### src/rtl/muldiv_pkg.sv
// muldiv_pkg: shared op codes, sequencer states and iteration count for the HI/LO unit
package muldiv_pkg;
    localparam int WIDTH = 32;
    localparam int MULDIV_ITER = WIDTH;
    typedef enum logic [2:0] {
        OP_MULT  = 3'b000,
        OP_MULTU = 3'b001,
        OP_DIV   = 3'b010,
        OP_DIVU  = 3'b011,
        OP_MTHI  = 3'b100,
        OP_MTLO  = 3'b101
    } op_e;
    typedef enum logic [1:0] {
        S_IDLE,
        S_MUL,
        S_DIV,
        S_FIX
    } state_e;
endpackage

### src/rtl/muldiv_if.sv
// muldiv_if: controller/datapath connection to the multicycle HI/LO unit
interface muldiv_if #(parameter int WIDTH = 32);
    logic             start;
    logic [2:0]       op;
    logic [WIDTH-1:0] srca;
    logic [WIDTH-1:0] srcb;
    logic             hiloread;
    logic [WIDTH-1:0] hi;
    logic [WIDTH-1:0] lo;
    logic             busy;
    logic             stall;
    logic             done;
    modport master (output start, op, srca, srcb, hiloread, input hi, lo, busy, stall, done);
    modport slave  (input start, op, srca, srcb, hiloread, output hi, lo, busy, stall, done);
endinterface

### src/rtl/muldiv_step.sv
// muldiv_step: one combinational shift-add (mode=0) or restoring-divide (mode=1) iteration
import muldiv_pkg::*;
module muldiv_step #(parameter int WIDTH = MULDIV_ITER) (
    input  logic             mode,
    input  logic [WIDTH-1:0] hin,
    input  logic [WIDTH-1:0] lin,
    input  logic [WIDTH-1:0] b,
    output logic [WIDTH-1:0] hout,
    output logic [WIDTH-1:0] lout
);
    logic [WIDTH:0] sum, r, diff;
    always_comb begin
        sum  = {1'b0, hin} + (lin[0] ? {1'b0, b} : '0);
        r    = {hin, lin[WIDTH-1]};
        // r < 2*b always, so the top bit of the WIDTH+1 difference is a clean borrow
        diff = r - {1'b0, b};
        hout = mode ? (diff[WIDTH] ? r[WIDTH-1:0] : diff[WIDTH-1:0]) : sum[WIDTH:1];
        lout = mode ? {lin[WIDTH-2:0], ~diff[WIDTH]} : {sum[0], lin[WIDTH-1:1]};
    end
endmodule

### src/rtl/muldiv_seq.sv
// muldiv_seq: multicycle MULT/MULTU/DIV/DIVU/MTHI/MTLO unit with HI/LO registers and stall
import muldiv_pkg::*;
module muldiv_seq #(parameter int WIDTH = MULDIV_ITER) (
    input  logic     clk,
    input  logic     reset,
    muldiv_if.slave  bus
);
    localparam int CW = $clog2(WIDTH);
    state_e state, state_d;
    logic [WIDTH-1:0] hreg, lreg, breg, hstep, lstep, hi_q, lo_q, amag, bmag;
    logic [CW-1:0] cnt;
    logic neg_res, neg_rem, is_div, done_q;
    logic mul_op, div_op, sgn, div0;
    logic [2*WIDTH-1:0] prod_fix;
    always_comb begin
        mul_op   = bus.op == OP_MULT || bus.op == OP_MULTU;
        div_op   = bus.op == OP_DIV || bus.op == OP_DIVU;
        sgn      = bus.op == OP_MULT || bus.op == OP_DIV;
        div0     = div_op && bus.srcb == '0;
        amag     = sgn && bus.srca[WIDTH-1] ? -bus.srca : bus.srca;
        bmag     = sgn && bus.srcb[WIDTH-1] ? -bus.srcb : bus.srcb;
        prod_fix = neg_res ? -{hreg, lreg} : {hreg, lreg};
    end
    always_comb begin
        state_d = state;
        case (state)
            S_IDLE:       state_d = !bus.start ? S_IDLE : mul_op ? S_MUL :
                                    (div_op && !div0) ? S_DIV : S_IDLE;
            S_MUL, S_DIV: state_d = cnt == '0 ? S_FIX : state;
            S_FIX:        state_d = S_IDLE;
            default:      state_d = S_IDLE;
        endcase
    end
    muldiv_step #(.WIDTH(WIDTH)) u_step (
        .mode(is_div),
        .hin (hreg),
        .lin (lreg),
        .b   (breg),
        .hout(hstep),
        .lout(lstep)
    );
    always_ff @(posedge clk) begin
        if (reset) begin
            state   <= S_IDLE;
            hreg    <= '0;
            lreg    <= '0;
            breg    <= '0;
            cnt     <= '0;
            neg_res <= 1'b0;
            neg_rem <= 1'b0;
            is_div  <= 1'b0;
            hi_q    <= '0;
            lo_q    <= '0;
            done_q  <= 1'b0;
        end else begin
            state  <= state_d;
            done_q <= 1'b0;
            case (state)
                S_IDLE: if (bus.start) begin
                    if (mul_op || (div_op && !div0)) begin
                        hreg    <= '0;
                        lreg    <= mul_op ? bmag : amag;
                        breg    <= mul_op ? amag : bmag;
                        cnt     <= CW'(WIDTH - 1);
                        neg_res <= sgn & (bus.srca[WIDTH-1] ^ bus.srcb[WIDTH-1]);
                        neg_rem <= sgn & bus.srca[WIDTH-1];
                        is_div  <= div_op;
                    end else if (div0) begin
                        hi_q   <= bus.srca;
                        lo_q   <= '1;
                        done_q <= 1'b1;
                    end else if (bus.op == OP_MTHI) begin
                        hi_q <= bus.srca;
                    end else if (bus.op == OP_MTLO) begin
                        lo_q <= bus.srca;
                    end
                end
                S_MUL, S_DIV: begin
                    hreg <= hstep;
                    lreg <= lstep;
                    cnt  <= cnt - 1'b1;
                end
                S_FIX: begin
                    done_q <= 1'b1;
                    if (is_div) begin
                        lo_q <= neg_res ? -lreg : lreg;
                        hi_q <= neg_rem ? -hreg : hreg;
                    end else begin
                        {hi_q, lo_q} <= prod_fix;
                    end
                end
                default: ;
            endcase
        end
    end
    assign bus.hi    = hi_q;
    assign bus.lo    = lo_q;
    assign bus.busy  = state != S_IDLE;
    assign bus.stall = bus.busy & (bus.start | bus.hiloread);
    assign bus.done  = done_q;
endmodule

### src/flat_wrapper.sv
// flat-port wrapper written by rule: the top's interface ports become plain ports
module muldiv_seq_flat 
#(parameter int WIDTH = MULDIV_ITER)
  (clk, reset, bus_start, bus_op, bus_srca, bus_srcb, bus_hiloread, bus_hi, bus_lo, bus_busy, bus_stall, bus_done);
  muldiv_if #(.WIDTH(WIDTH)) bus_i ();
  input  logic clk;
  input  logic reset;
  input wire logic [$bits(bus_i.start)-1:0] bus_start;
  input wire logic [$bits(bus_i.op)-1:0] bus_op;
  input wire logic [$bits(bus_i.srca)-1:0] bus_srca;
  input wire logic [$bits(bus_i.srcb)-1:0] bus_srcb;
  input wire logic [$bits(bus_i.hiloread)-1:0] bus_hiloread;
  output wire logic [$bits(bus_i.hi)-1:0] bus_hi;
  output wire logic [$bits(bus_i.lo)-1:0] bus_lo;
  output wire logic [$bits(bus_i.busy)-1:0] bus_busy;
  output wire logic [$bits(bus_i.stall)-1:0] bus_stall;
  output wire logic [$bits(bus_i.done)-1:0] bus_done;
  assign bus_i.start = bus_start;
  assign bus_i.op = bus_op;
  assign bus_i.srca = bus_srca;
  assign bus_i.srcb = bus_srcb;
  assign bus_i.hiloread = bus_hiloread;
  assign bus_hi = bus_i.hi;
  assign bus_lo = bus_i.lo;
  assign bus_busy = bus_i.busy;
  assign bus_stall = bus_i.stall;
  assign bus_done = bus_i.done;
  muldiv_seq #(.WIDTH(WIDTH)) u_core (.clk(clk), .reset(reset), .bus(bus_i));
endmodule
### config.mk
export PLATFORM = sky130hd
export DESIGN_NAME = muldiv_seq_flat
export DESIGN_NICKNAME = d
export VERILOG_FILES = /design/src/rtl/muldiv_pkg.sv /design/src/rtl/muldiv_if.sv /design/src/rtl/muldiv_step.sv /design/src/rtl/muldiv_seq.sv /design/src/flat_wrapper.sv
export SDC_FILE = /design/constraint.sdc
export NUM_CORES = 1
export LEC_CHECK = 0
export BUFFER_PORTS_ARGS = -buffer_cell sky130_fd_sc_hd__buf_2
export CAP_MARGIN = 15
export CORE_MARGIN = 2
export CORE_UTILIZATION = 40
export DETAILED_ROUTE_END_ITERATION = 8
export PLACE_DENSITY = 0.6
export SLEW_MARGIN = 15
export SYNTH_ARGS = -nofsm -noshare
export SYNTH_HDL_FRONTEND = slang
export SYNTH_SLANG_ARGS = --single-unit
### constraint.sdc
create_clock -name clk -period 3.6 [get_ports clk]
set_input_delay 0 -clock clk [delete_from_list [all_inputs] [get_ports clk]]
set_output_delay 0 -clock clk [all_outputs]
set_load 0.01 [all_outputs]
==> impl_metrics.tcl, run 1 <==
set metrics [dict create \
    outcome "finished clean" \
    die_width_um 198 \
    cts_buffer_depth 2 \
    grt_pass1_vias 15300 \
    synth_cell_types 82 \
    fin_util_pct 46.6 \
    end_kind "register" \
    placed_cells 2692 \
    worstHoldPathType "in2reg" \
    cp.arrival_ps 3820 \
    slew_viol_final 0 \
    port_buffers 137 \
    finalWorstPathRequiredPeriod_ps 3460 \
    final_hold_viol_count 0 \
    initial_core_util_pct 40.2 \
    fin_nets 2363 \
    power_mw 10.1 \
    synth_nets 2233 \
    diodes 0 \
    max-slew-margin-rel_pct 49.3 \
    fmax_ghz 0.289 \
    dieArea_um2 39200 \
    ys_async_sr_fraction_pct 0 \
    die-height_um 198 \
    grt_pass1_wl_um 90600 \
    drc 0 \
    clk_latency_ps 460 \
    tns_ps 0 \
    drive_gt1_share_pct 15.5 \
    yosys_warnings 0 \
    syn_area_um2 15100 \
    finalClockSkew_ps 20.9 \
    wl_per_cell_um 22.2 \
    worstSetupPathType "reg2reg" \
    cts_sinks 171 \
    synthFlopType "dfxtp_1" \
    numCtsBuffers 17 \
    synth_seq_area_share_pct 22.7 \
    instances_no_fill 2742 \
    p_leak_nw 7.12 \
    avgViaCountPerCell 6.05 \
    rows 71 \
    worstMarginPinSlew_ps 760 \
    synth-edff-count 0 \
    track_usage_pct 30.4 \
    antenna_found_initial 0 \
    synth_seq_cells 171 \
    root_buffer "clkbuf_16" \
    area_delta_synth_final_pct 15.7 \
    pin_count 138 \
    drt_first_pass_iters 6 \
    grt_setup_unrepaired "true" \
    crit_fanout 8 \
    cts.clk_slew.worst_paths_ps 70 \
    p_per_area_nw_per_um2 578 \
    fp.coreArea_um2 37400 \
    wirelength_um 60800 \
    syn_inst 2088 \
    cts_tree "yes" \
    grt-ovfl-total 0 \
    htreeDepth 4 \
    peakVddDrop_mv 0.369 \
    detail-route-antenna-nets 0 \
    dpl.hpwl_um 48100 \
    vias 16600 \
    drv_cap 0 \
    finalSetupViolations 0 \
    crit_path_start_kind "register" \
    grt_start_max_net_pins 66 \
    hold_slack_ps 42.6 \
    drtIter0Drc 1887 \
    place_congestion 0.944 \
    crit_required_ps 3960 \
    synth_area_per_cell_um2 7.21 \
    finalCritPeriodShare_pct 96.0 \
]
## cell usage in the layout (no fill, tap or decap), drive strengths merged, types with 19 or more instances in the layout
cell type	count
o221a	20
nor3	66
nand3	41
a31oi	32
mux2i	49
nor2	249
o211ai	28
nand2	216
a21o	32
buf	240
xnor2	84
xor2	83
nor4	22
dfxtp	171
o21ai	113
ha	72
inv	89
o31ai	29
a21oi	198
a22oi	19
a211oi	78
## cell usage after synthesis, types with 28 or more instances
master / n / area, um^2
nor2_1: 249 / 935
clkbuf_1: 130 / 488
ha_1: 72 / 901
nor3_1: 66 / 330
o211ai_1: 28 / 210
xnor2_1: 84 / 736
o21ai_0: 111 / 556
a31oi_1: 32 / 200
mux2i_1: 49 / 490
a211oi_1: 78 / 586
xor2_1: 83 / 727
dfxtp_1: 171 / 3420
a21o_1: 32 / 240
a21oi_1: 197 / 986
inv_1: 82 / 308
o31ai_1: 28 / 210
nand3_1: 41 / 205
nand2_1: 216 / 811
## routing by layer
metal	wire length, um	track usage (%)	up-vias	share of wire, %
met4	2530	13.0	0	4.2
met5	0	0	-	0
met1	27500	43.2	7831	45
met3	5100	4.00	100	8.4
met2	25600	45.6	794	42
li1	-	-	7864	-
## path summary, 6_finish.rpt
kind / from / end / slack (ps) / cells after the start
max: u_core.lreg[10]$_SDFFE_PP0P_ / u_core.bus.hi[19]$_SDFFE_PP0P_ / 140 / 9
min: bus_op[1] / u_core.state[1]$_SDFFE_PP0P_ / 40 / 3
max reg2reg: u_core.lreg[10]$_SDFFE_PP0P_ / u_core.bus.hi[19]$_SDFFE_PP0P_ / 140 / 9
min reg2reg: u_core.bus.hi[27]$_SDFFE_PP0P_ / u_core.bus.hi[27]$_SDFFE_PP0P_ / 450 / 2
## state kept, by name, summed over array words and instances, names as in the netlist, 2 cells and up
register	cells
u_core.cnt	5
u_core.bus.hi	32
u_core.lreg	32
u_core.bus.lo	32
u_core.state	2
u_core.breg	32
u_core.hreg	32
## logic make-up (layout without fill, tap and decap cells)
logic type	Yosys count	after routing	share of synthesized area (%)
AND/OR/NAND/NOR	738	738	22.9
flip-flops	171	171	22.7
AO/OA/AOI/OAI	650	650	28.3
adder cells (fa/ha/maj)	74	74	6.25
XOR/XNOR	167	167	9.72
multiplexers	63	63	4.31
buffers and inverters	225	368	5.74
## repair_timing
| action | CTS | global route |
|---|---|---|
| gates resized for setup | 1 | 13 |
| hold buffers | 12 | 0 |
| setup buffers | 0 | 5 |
| hold endpoints to repair | 31 | 0 |
| endpoints found under the setup margin | 1 | 15 |
| gates cloned | 0 | 1 |
## where the power goes
part / internal, mW / switching [mW] / total, mW / leakage (nW)
clock network: 0.992 / 0.953 / 1.95 / 0.287
registers: 2.37 / 0.422 / 2.80 / 1.40
logic: 1.97 / 3.36 / 5.33 / 5.43
## area by class of cell
type	instances	area, um^2
timing repair buffer	252	1600
fill	3823	20000
tap	511	639
sequential	171	3430
multi-input combinational	1692	10800
clock inverter	15	173
inverter	83	315
timing repair inverter	1	5.00
clock buffer	17	425
## critical path, stage by stage (launching register included)
cell and delay (ps):
dfxtp_1 380, or4_4 550, or4_4 500, nor4_4 490, and2_4 290, o2111ai_2 170
and3_1 230, nor4_1 380, a21oi_1 160, o31ai_2 210
## stage by stage
step,cell area [um^2],setup slack (ps)
finish,17400,144
global route,17400,-31.3
CTS,17300,123
detailed placement,16600,27.8
global placement,16600,-19.5
floorplan,15100,369
Note: power is estimated with default switching activity, not from simulation.
==> run 2, diff against run 1 <==
--- a/config.mk
+++ b/config.mk
@@ -11,6 +11,7 @@
 export CORE_UTILIZATION = 40
 export DETAILED_ROUTE_END_ITERATION = 8
 export PLACE_DENSITY = 0.6
+export REMOVE_ABC_BUFFERS = 1
 export SLEW_MARGIN = 15
 export SYNTH_ARGS = -nofsm -noshare
 export SYNTH_HDL_FRONTEND = slang
==> impl_metrics.tcl, run 2 (synthesized netlist as in run 1, its figures left out) <==
set metrics [dict create \
    final_common_cell "nor2_1" \
    fp.coreArea_um2 37400 \
    place_congestion 0.975 \
    ff2ff_setup_slack_ps 160 \
    wirelength_um 60500 \
    cts.clk_slew.worst_paths_ps 80 \
    finalClockSkew_ps 10.7 \
    area.sequential_um2 3420 \
    drive_gt1_share_pct 15.0 \
    grt_setup_unrepaired "false" \
    grt_pass1_vias 15200 \
    multi_input_area_um2 10900 \
    final_hold_viol_count 0 \
    drt_first_pass_iters 6 \
    final_cell_mix "247 x nor2_1, 216 x nand2_1, 194 x a21oi_1, 170 x dfxtp_1, 136 x buf_2" \
    finalCritPeriodShare_pct 95.5 \
    end_kind "register" \
    cts_tree "yes" \
    hold_slack_ps 31.6 \
    peakVddDrop_mv 0.430 \
    diodes 0 \
    wl_per_cell_um 22.2 \
    instances_no_fill 2729 \
    grt-ovfl-total 0 \
    p_per_area_nw_per_um2 587 \
    r2r_end "u_core.bus.hi[6]$_SDFFE_PP0P_" \
    crit_path_start_kind "register" \
    r2r-start "u_core.lreg[0]$_SDFFE_PP0P_" \
    drtIter0Drc 1721 \
    area_delta_synth_final_pct 15.2 \
    worstHoldStart "bus_srca[12]" \
    grt_pass1_wl_um 91600 \
    drv_cap 0 \
    p_leak_nw 7.07 \
    slew_viol_final 0 \
    hold_path_end "u_core.lreg[12]$_SDFFE_PP0P_" \
    finalSetupViolations 0 \
    numCtsBuffers 17 \
    clk_latency_ps 470 \
    outcome "finished clean" \
    initial_core_util_pct 40.2 \
    nFillCells 3847 \
    antenna_found_initial 1 \
    grt_start_max_net_pins 66 \
    max-slew-margin-rel_pct 36.8 \
    dpl.hpwl_um 45700 \
    port_buffers 137 \
    crit_fanout 8 \
    rows 71 \
    avgViaCountPerCell 6.09 \
    pin_count 138 \
    htreeDepth 4 \
    vias 16600 \
    detail-route-antenna-nets 0 \
    holdPathStages 5 \
    die-height_um 198 \
    drc 0 \
    worstSetupPathType "reg2reg" \
    cp.arrival_ps 3770 \
    finalWorstPathRequiredPeriod_ps 3440 \
    cts_sinks 171 \
    postCtsSetupRepairBufs 0 \
    tns_ps 0 \
    root_buffer "clkbuf_16" \
    fin_nets 2351 \
    dieArea_um2 39200 \
    worstHoldPathType "in2reg" \
    die_width_um 198 \
    fmax_ghz 0.291 \
    worstMarginPinSlew_ps 949 \
    cts_buffer_depth 2 \
    crit_required_ps 3940 \
    placed_cells 2683 \
    track_usage_pct 30.5 \
    reg2regPathDepth 9 \
    fin_util_pct 46.4 \
]
[run 2: critical path, stage by stage (launching register included)]
cell and delay (ps):
dfxtp_1 380, inv_1 270, buf_4 200, ha_1 230, nand3_1 320, or4_1 730
nor4b_2 440, mux2_2 380, a311oi_1 290, nor3_1 70
[run 2: timing repair]
| item | CTS | global route |
|---|---|---|
| endpoints found under the setup margin | 1 | 32 |
| pin swaps | 0 | 1 |
| hold buffers | 15 | 0 |
| endpoints found under the hold margin | 22 | 0 |
| gates resized for setup | 1 | 14 |
[run 2: how the worst max path moves through the flow]
stage	slack [ps]	start	cells after the start	end
after CTS	60	u_core.lreg[31]$_SDFFE_PP0P_	13	u_core.hreg[0]$_SDFFE_PP0P_
after global routing	10	u_core.hreg[1]$_SDFFE_PP0P_	11	u_core.bus.hi[24]$_SDFFE_PP0P_
after global placement	100	u_core.hreg[1]$_SDFFE_PP0P_	11	u_core.bus.hi[26]$_SDFFE_PP0P_
after floorplan	-640	u_core.state[0]$_SDFFE_PP0P_	10	u_core.hreg[31]$_SDFFE_PP0P_
after detailed placement	30	u_core.lreg[31]$_SDFFE_PP0P_	13	u_core.hreg[1]$_SDFFE_PP0P_
final	160	u_core.lreg[0]$_SDFFE_PP0P_	9	u_core.bus.hi[6]$_SDFFE_PP0P_
[run 2: final cells by class]
type                    count  area share [%]
well taps                 511            3.69
repair buffers            241            8.83
clock buffers              19            2.50
inverters                  83            1.80
clock inverters            12           0.606
multi-input cells        1692            62.8
flip-flops and latches    171            19.8
[run 2: through the flow]
step / cell area, um^2 / setup WS (ps) / power [mW]
floorplan: 14500 / -645 / 6.00
global placement: 16600 / 97.0 / 8.12
detailed placement: 16600 / 33.5 / 8.16
CTS: 17300 / 55.3 / 10.0
global route: 17300 / 11.5 / 10.8
finish: 17300 / 163 / 10.2
[run 2: routing by layer]
metal	vias to the layer above	track usage [%]	share of wire, %
met5	-	0	0
met4	0	11.4	3.7
met3	112	5.30	8.5
met2	800	46.4	43
met1	7874	42.8	44
li1	7830	-	-
[run 2: where the power goes]
group	leakage, nW	switching, mW	total, mW	internal [mW]
sequential	1.40	0.435	2.81	2.37
combinational	5.42	3.54	5.54	2.00
clock	0.258	0.928	1.83	0.902
total	7.07	4.91	10.2	5.27
==> run 3, diff against run 2 <==
--- a/config.mk
+++ b/config.mk
@@ -5,9 +5,9 @@
 export SDC_FILE = /design/constraint.sdc
 export NUM_CORES = 1
 export LEC_CHECK = 0
+export ABC_AREA = 1
 export BUFFER_PORTS_ARGS = -buffer_cell sky130_fd_sc_hd__buf_2
 export CAP_MARGIN = 15
-export CORE_MARGIN = 2
 export CORE_UTILIZATION = 40
 export DETAILED_ROUTE_END_ITERATION = 8
 export PLACE_DENSITY = 0.6
==> impl_metrics.tcl, run 3 <==
set metrics [dict create \
    outcome "complete, but fails checks" \
    violations "design-rule violations" \
    r2r-start "u_core.lreg[31]$_SDFFE_PP0P_" \
    power_mw 12.2 \
    cts_tree "yes" \
    worstMarginPinSlew_ps 1020 \
    grt_pass1_wl_um 120000 \
    final_hold_viol_count 0 \
    track_usage_pct 33.1 \
    worstHoldStart "bus_srcb[23]" \
    cts_sinks 171 \
    place_congestion 1.05 \
    synth-edff-count 0 \
    vias 22800 \
    crit_required_ps 4020 \
    fmax_ghz 0.324 \
    initial_core_util_pct 40.7 \
    max-slew-margin-rel_pct 32.1 \
    syn_inst 3489 \
    dieArea_um2 48400 \
    p_per_area_nw_per_um2 577 \
    antenna_found_initial 1 \
    synthFlopType "dfxtp_1" \
    synth_most_common_cell "nand2_1" \
    peakVddDrop_mv 0.489 \
    root_buffer "clkbuf_16" \
    synth_seq_cells 171 \
    wirelength_um 80500 \
    htreeDepth 4 \
    drv_cap 0 \
    critPathLaunch "u_core.lreg[31]$_SDFFE_PP0P_" \
    worstHoldPathType "in2reg" \
    synthTopCellsByArea "nand2_1 20%, dfxtp_1 18%, inv_1 11%" \
    hold_slack_ps 20.9 \
    die-height_um 220 \
    postCtsSetupRepairBufs 0 \
    rows 79 \
    fp.coreArea_um2 46800 \
    grt_pass1_vias 20100 \
    area_delta_synth_final_pct 10.8 \
    synth_common_cells "1,020 x nand2_1, 548 x inv_1, 357 x nor2_1" \
    busiest_layer "met2" \
    pin_count 138 \
    wl_per_cell_um 19.1 \
    grt_setup_unrepaired "false" \
    yosysTopAreaCellShare_pct 20.1 \
    die_width_um 220 \
    synth_area_per_cell_um2 5.45 \
    p_leak_nw 10.9 \
    synth_seq_area_share_pct 18.0 \
    cts.clk_slew.worst_paths_ps 80 \
    port_buffers 137 \
    yosys.area.top_type "nand2_1" \
    synth_cell_types 47 \
    ys_async_sr_fraction_pct 0 \
    cp.arrival_ps 3500 \
    numCtsBuffers 17 \
    clk_latency_ps 500 \
    ff2ff_setup_slack_ps 510 \
    nFillCells 5261 \
    finalSetupViolations 0 \
    finalClockSkew_ps 18.1 \
    finalWorstPathRequiredPeriod_ps 3090 \
    drc 4 \
    grt-ovfl-total 0 \
    dpl.hpwl_um 64500 \
    drt_first_pass_iters 9 \
    crit_path_start_kind "register" \
    tns_ps 0 \
    drive_gt1_share_pct 9.80 \
    met1_usage_pct 46.4 \
    fin_util_pct 45.0 \
    avgViaCountPerCell 5.41 \
    globalRouteMet2Util_pct 47.9 \
    fin_nets 3733 \
    cts_buffer_depth 2 \
    use_met3_pct 6.28 \
    crit_fanout 33 \
    worstSetupPathType "reg2reg" \
    finalCritPeriodShare_pct 85.7 \
    detail-route-antenna-nets 0 \
    grt_start_max_net_pins 78 \
    slew_viol_final 0 \
    yosys_warnings 0 \
    drtIter0Drc 2922 \
    final_cell_mix "1,020 x nand2_1, 547 x inv_1, 356 x nor2_1, 345 x nand3_1, 232 x a21oi_1" \
    final_common_cell "nand2_1" \
    end_kind "register" \
    syn_area_um2 19000 \
    diodes 0 \
]
## run 3: changes by cell type in the layout (fill, tap and decap cells not counted), moves of 38 or more
| cell | previous run | this run |
|---|---|---|
| o21ai_0 | 110 | 198 |
| a211oi_1 | 78 | 3 |
| nand2_1 | 216 | 1020 |
| xnor2_1 | 84 | 17 |
| mux2i_1 | 49 | 0 |
| nor2_1 | 247 | 356 |
| nand2_2 | 0 | 43 |
| buf_4 | 88 | 46 |
| inv_1 | 82 | 547 |
| xor2_1 | 83 | 45 |
| a21oi_1 | 194 | 232 |
| nand3_1 | 40 | 345 |
## run 3: kinds of logic after synthesis
group	count (synthesis)	synth area share (%)
flops	171	18.0
compound gates	576	16.9
fa+ha+maj	74	4.95
xor+xnor	62	2.86
buf+inv	694	14.6
simple gates	1912	42.7
## run 3: worst paths after layout
path	to	cells past startpoint
setup / recovery	u_core.hreg[8]$_SDFFE_PP0P_	18
hold / removal	u_core.breg[23]$_SDFFE_PP0P_	7
setup reg to reg	u_core.hreg[8]$_SDFFE_PP0P_	18
hold reg to reg	u_core.bus.lo[25]$_SDFFE_PP0P_	2
## run 3: what timing repair did
item	CTS	global route
gates resized for setup	0	0
endpoints found under the hold margin	25	0
hold buffers	27	0
## run 3: routing by layer
layer	up-vias	share of wire, %
met5	-	0
met4	0	4.9
met3	161	10
met1	10200	44
met2	1117	41
li1	11300	-
## run 3: final cells by class
type / count / area [um^2] / share of cell area [%]
clock inverter: 15 / 174 / 0.826
multi-input combinational: 2624 / 12800 / 60.9
inverter: 562 / 2110 / 10.0
clock buffer: 17 / 425 / 2.02
tap: 607 / 759 / 3.61
sequential: 171 / 3430 / 16.3
timing repair buffer: 212 / 1340 / 6.37
## run 3: critical path: stages, from the launching register on
cell and delay, ps:
dfxtp_1 390, inv_1 130, ha_1 230, fa_1 400, inv_1 110, nand3_1 90
nand2_2 120, nand2_1 70, nand2_2 90, nand2_1 70, nand2_2 80, nand2_2 60
nand2_1 90, nand2_2 250, nand2_4 420, nand2_1 110, nand3_1 100, nand2_1 70
a21oi_2 120
## run 3: per-stage QoR
stage / instances / area (um^2) / worst slack (ps)
floorplan: 3357 / 18300 / -895
global placement: 4149 / 20200 / 716
detailed placement: 4149 / 20200 / 614
CTS: 4208 / 21100 / 575
global route: 4208 / 21100 / 242
finish: 4208 / 21100 / 515
## run 3: power breakdown
group          switching [mW]  internal [mW]  total [mW]
Clock                    1.01          0.935        1.94
Sequential              0.564           2.53        3.09
Combinational            4.97           2.15        7.12
Total                    6.55           5.62        12.2
